==> src/rtl/operand_debouncer.sv <==
// Switch conditioner: 2-flop synchroniser plus whole-vector debounce of the eight
// slide switches, committing operands A/B with a one-cycle update pulse.
module operand_debouncer #(
  parameter int STABLE_TICKS = 4,
  parameter int CNT_W        = 8
) (
  input  logic       clock,
  input  logic       reset,
  input  logic       sample_tick,
  input  logic [7:0] sw_raw,
  output logic [3:0] A,
  output logic [3:0] B,
  output logic       valid,
  output logic       update
);

  localparam logic [CNT_W-1:0] LAST = CNT_W'(STABLE_TICKS - 1);

  logic [1:0][7:0]  sync_pipe;
  logic [7:0]       sync;
  logic [7:0]       cand;
  logic [7:0]       stable;
  logic [CNT_W-1:0] cnt;

  assign sync = sync_pipe[1];

  // Synchroniser runs every clock so the tick rate never stretches metastability settling.
  always_ff @(posedge clock or negedge reset) begin
    if (!reset) sync_pipe <= '0;
    else        sync_pipe <= {sync_pipe[0], sw_raw};
  end

  always_ff @(posedge clock or negedge reset) begin
    if (!reset) begin
      cand   <= '0;
      cnt    <= '0;
      stable <= '0;
      valid  <= 1'b0;
      update <= 1'b0;
    end else begin
      update <= 1'b0;
      if (sample_tick) begin
        if (sync != cand) begin
          cand <= sync;
          cnt  <= '0;
        end else if (cnt == LAST) begin
          // Counter saturates here; steady input keeps re-committing the same value.
          stable <= cand;
          valid  <= 1'b1;
          update <= (cand != stable) || !valid;
        end else begin
          cnt <= cnt + 1'b1;
        end
      end
    end
  end

  assign A = stable[3:0];
  assign B = stable[7:4];

endmodule

==> config.mk <==
export PLATFORM = sky130hd
export DESIGN_NAME = operand_debouncer
export DESIGN_NICKNAME = d
export VERILOG_FILES = /design/src/rtl/operand_debouncer.sv
export SDC_FILE = /design/constraint.sdc
export NUM_CORES = 1
export LEC_CHECK = 0
export ABC_AREA = 1
export BUFFER_PORTS_ARGS = -buffer_cell sky130_fd_sc_hd__buf_2
export CAP_MARGIN = 40
export CORE_AREA = 2 2 79 81
export DETAILED_ROUTE_END_ITERATION = 8
export DIE_AREA = 0 0 81 83
export PLACE_DENSITY_LB_ADDON = 0.08
export SYNTH_ARGS = -nofsm -noshare
export SYNTH_HDL_FRONTEND = slang
export SYNTH_SLANG_ARGS = --single-unit
==> constraint.sdc <==
create_clock -name clock -period 1.2 [get_ports clock]
set_input_delay 0.12 -clock clock [delete_from_list [all_inputs] [get_ports clock]]
set_output_delay 0.12 -clock clock [all_outputs]
set_load 0.01 [all_outputs]
Word level (Yosys, flattened, before mapping):

Index checks and enable logic that the tools add are counted.
Widths: inputs -> output; s select.

* add/sub/neg operators: 1
* equal/unequal tests: 4
* muxes and demuxes: 5
* bitwise operators: 1
* reduce and logical (&&, ||, !) cells: 5

Operators by type and width (number)
* $mux 8: 2
* $ne 8x8->1: 2
* $add 8x1->8 const B: 1
* $eq 8x2->1 const B: 1
* $reduce_and 2->1: 2
* $mux 1: 3
* $reduce_and 3->1: 1
* $ne 2x2->1 const B: 1
* $logic_not 1->1: 1
* $logic_or 1x1->1: 1
* $not 1->1: 1

* bits in registers: 42
* output and inout bits: 10

Longest topological paths before layout:

* word-level depth: 5
* depth in mapped cells: 11

Least setup slack after synthesis:

Ideal clock, no wire load.

* path type: register -> register
* start point: reg cnt[0]
* end point: reg stable[0]
* library setup time: 118 ps
* data arrival time: 1216 ps
* data required time: 1082 ps
* path slack: -134 ps
* cell stages (with the launch flop): 8
* path buffers: 1
* cell sequence: dfrtp_1 > ha_1 > nand3_1 > nor2_1 > buf_4 > nand4_4 > nand2_1 > nand2_1

* word-level cells in the longest chain between the ends: 2

Ends and longest elaborated chain
* start: declaration: RTL line 23 `logic [CNT_W-1:0] cnt;`
* start signal: assignment: RTL line 52 `cnt <= cnt + 1'b1;`
* $eq 8x2->1: RTL line 46 `end else if (cnt == LAST) begin`
* $reduce_and 3->1 (no source line)
* end signal: assignment: RTL line 48 `stable <= cand;`
* end: declaration: RTL line 22 `logic [7:0] stable;`

Every way passes these cells.
A chain may end at the register's enable or synchronous reset.

Final worst setup path:

* start point: reg cand[6]
* end point: reg stable[7]

* word-level cells in the longest chain between the ends: 3

Ends and longest elaborated chain
* start: declaration: RTL line 21 `logic [7:0] cand;`
* start signal: assignment: RTL line 44 `cand <= sync;`
* $ne 8x8->1: RTL line 43 `if (sync != cand) begin`
* $not 1->1 (no source line)
* $reduce_and 3->1 (no source line)

Every way passes these cells.

==> results.sh <==
export IMPL_grt_total_usage_pct=14.95
export IMPL_hp_start="sample_tick"
export IMPL_intPower_uw=2122
export IMPL_overflow=0
export IMPL_synth_area_top_cells="dfrtp_1 53%, nand2_1 17%, nand4_1 5.3%"
export IMPL_power_density_nw_per_um2=1039
export IMPL_clockBufferDepth=2
export IMPL_fin_ws_ns=-0.1563
export IMPL_nNetsFinal=325
export IMPL_yosys_warnings=0
export IMPL_synth_most_common_cell="nand2_1"
export IMPL_ioPinCount=21
export IMPL_layout_min_cycle_time_ns=1.356
export IMPL_cts_tree="yes"
export IMPL_num_vias=1731
export IMPL_finalSetupViolCount=26
export IMPL_ys_top_cells_by_count="91 x nand2_1, 42 x dfrtp_1, 28 x inv_1, 17 x nand4_1, 15 x nor2_1"
export IMPL_combPwrFrac_pct=13.7
export IMPL_root_buffer="clkbuf_8"
export IMPL_worst_ep_required_time_ns=1.43
export IMPL_grt_pass1_wl_mm=7.728
export IMPL_dpl_hpwl_mm=3.246
export IMPL_leakagePower_uw=0.001449
export IMPL_final_cells=389
export IMPL_gp_congestion=0.8238
export IMPL_syn_num_nets=252
export IMPL_skew_ns=0.007885
export IMPL_critPathLaunchType="flop"
export IMPL_drt_total_wl_mm=4.632
export IMPL_critPathKind="flop to flop"
export IMPL_firstDrtPassIters=4
export IMPL_synth_avg_cell_area_um2=8.320
export IMPL_die_area_um2=6723
export IMPL_worstMarginPinSlew_ns=0.4011
export IMPL_syn_to_final_growth_pct=37.03
export IMPL_core_area_um2=5816
export IMPL_crit_buf_inv=2
export IMPL_period_share_pct=113.0
export IMPL_critPathLaunch="cand[6]"
export IMPL_placedCellCount=368
export IMPL_syn_area_um2=1997
export IMPL_synth_edff_count=0
export IMPL_first_global_vias=1623
export IMPL_max_vdd_ir_drop_mv=0.4603
export IMPL_start_util_pct=34.34
export IMPL_clkPwrFrac_pct=33.3
export IMPL_hold_violations=0
export IMPL_syn_instance_count=240
export IMPL_drt_iter0_markers=130
export IMPL_critPathTopFamily="simple AND/OR/NAND/NOR gates"
export IMPL_ys_ff_latch=42
export IMPL_path_max_fanout=5
export IMPL_relSlewSlack_pct=73.26
export IMPL_cap_violations=0
export IMPL_ant_nets=0
export IMPL_cts_sinks=42
export IMPL_drc=0
export IMPL_min_path_type="input port to flop"
export IMPL_ctsHtreeMaxLevel=2
export IMPL_portBuffers=20
export IMPL_cp_slowest_cell="dfrtp_2"
export IMPL_vias_per_cell=4.450
export IMPL_die_x_um=81
export IMPL_grt_max_degree=17
export IMPL_crit_chain="inv_2 > nand2_2 > nand2_2 > nor2_2 > nand2_2 > nor2_4 > buf_4 > nand4_1 > nand2_1"
export IMPL_clk_insertion_delay_late_ns=0.29
export IMPL_wl_per_cell_um=11.91
export IMPL_cp_arrival_ns=1.59
export IMPL_drv_slew=0
export IMPL_die_h_um=83
export IMPL_p_sw_uw=721.4
export IMPL_max_freq_ghz=0.7373
export IMPL_path_common_cell="nand2_2"
export IMPL_drive_above_1_share_pct=34.39
export IMPL_final_util_pct=47.05
export IMPL_clkSlewWorstSetupHoldPaths_ns=0.08
export IMPL_antenna_found_initial=0
export IMPL_seqPwrFrac_pct=53.0
export IMPL_violations="negative setup slack"
export IMPL_ys_async_sr_fraction_pct=100.0
export IMPL_r2r_start="cand[6]"
export IMPL_rsz0062_at_grt="true"
export IMPL_numCtsBuffers=5
export IMPL_end_kind="flop"
export IMPL_outcome="finished with violations"
export IMPL_synth_top_cell_area_share_pct=52.63
export IMPL_p_sw_share_pct=25.37
export IMPL_synth_seq_area_share_pct=52.63
export IMPL_max_stage_delay_ns=0.43
export IMPL_diodes=0
export IMPL_rows=28
export IMPL_ys_types=25
export IMPL_synth_top_cell_by_area="dfrtp_1"
export IMPL_synth_main_ff_cell="dfrtp_1"
[final cells by class]
cell class	instances	area (um^2)
fill	604	3079
sequential	42	1054
multi-input combinational	158	814.5
timing repair buffer	72	555.5
inverter	34	127.6
tap	75	93.84
clock buffer	7	86.33
clock inverter	1	5.005
[state kept, by name (all words and copies together), names as in the netlist]
signal	count
cand	8
sync	8
stable	8
cnt	8
sync_pipe	8
valid	1
update	1
[power by group through the flow]
stage,Clock [uW],Combinational (uW),Sequential (uW)
global route,1040,440,1520
detailed placement,0,344,1530
CTS,999,370,1510
global placement,0,341,1530
finish,946,389,1510
floorplan,0,179,1530
[path summary, 6_finish.rpt]
kind,end,slack (ns),cells past startpoint
max,stable[7],-0.16,9
min,stable[5],0.26,3
max reg2reg,stable[7],-0.16,9
min reg2reg,sync[5],0.35,0
max in group asynchronous,sync[4],0.38,3
min in group asynchronous,stable[5],0.29,2
[placed cells by master (no fill, tap or decap), drive strengths merged]
cell type,n
dfrtp,42
o22ai,2
clkbuf,8
o2111ai,1
inv,32
xnor2,2
o21ai,11
a21oi,1
clkinv,3
xor2,2
nand2,95
nand4,18
nor2,18
buf,62
nand3,6
nor3,1
dlygate4sd3,9
ha,1
[metrics by stage]
step	area [um^2]	TNS (ns)	hold slack [ns]	power, uW	setup slack [ns]
after global placement	2466	-3.188	0.06361	1873	-0.1531
after global routing	2736	-6.630	0.2678	3000	-0.2953
after detailed placement	2466	-3.777	0.07813	1877	-0.1819
after floorplan	2016	-0.8573	-0.1756	1704	-0.05892
after CTS	2663	-3.331	0.2431	2875	-0.1515
final	2736	-2.946	0.2609	2843	-0.1563
[what timing repair did]
item	CTS	global route
endpoints found under the hold margin	21	0
pin swaps	2	10
setup buffers	0	3
gates cloned	0	1
resized for setup	3	13
setup endpoints to repair	26	26
hold buffers	9	0
[tightest hold or removal path, stage by stage]
cell and delay [ns]:
buf_2 0.21, nand4_1 0.14, nand2_1 0.04
[layer usage]
metal / wire, um / vias to the layer above / track usage [%] / part of all wire, %
li1: - / 901 / - / -
met1: 2260 / 781 / 21.27 / 49
met2: 2116 / 42 / 22.09 / 46
met3: 189 / 7 / 3.478 / 4.1
met4: 66 / 0 / 5.393 / 1.4
met5: 0 / - / 0 / 0
[kinds of logic after synthesis]
| group | after synthesis | share of synthesized area, % |
|---|---|---|
| buf+inv | 40 | 9.273 |
| fa+ha+maj | 1 | 0.6265 |
| simple gates | 138 | 31.27 |
| flops | 42 | 52.63 |
| xor+xnor | 4 | 2.131 |
| compound gates | 15 | 4.072 |
(Power assumes the default switching activity.)
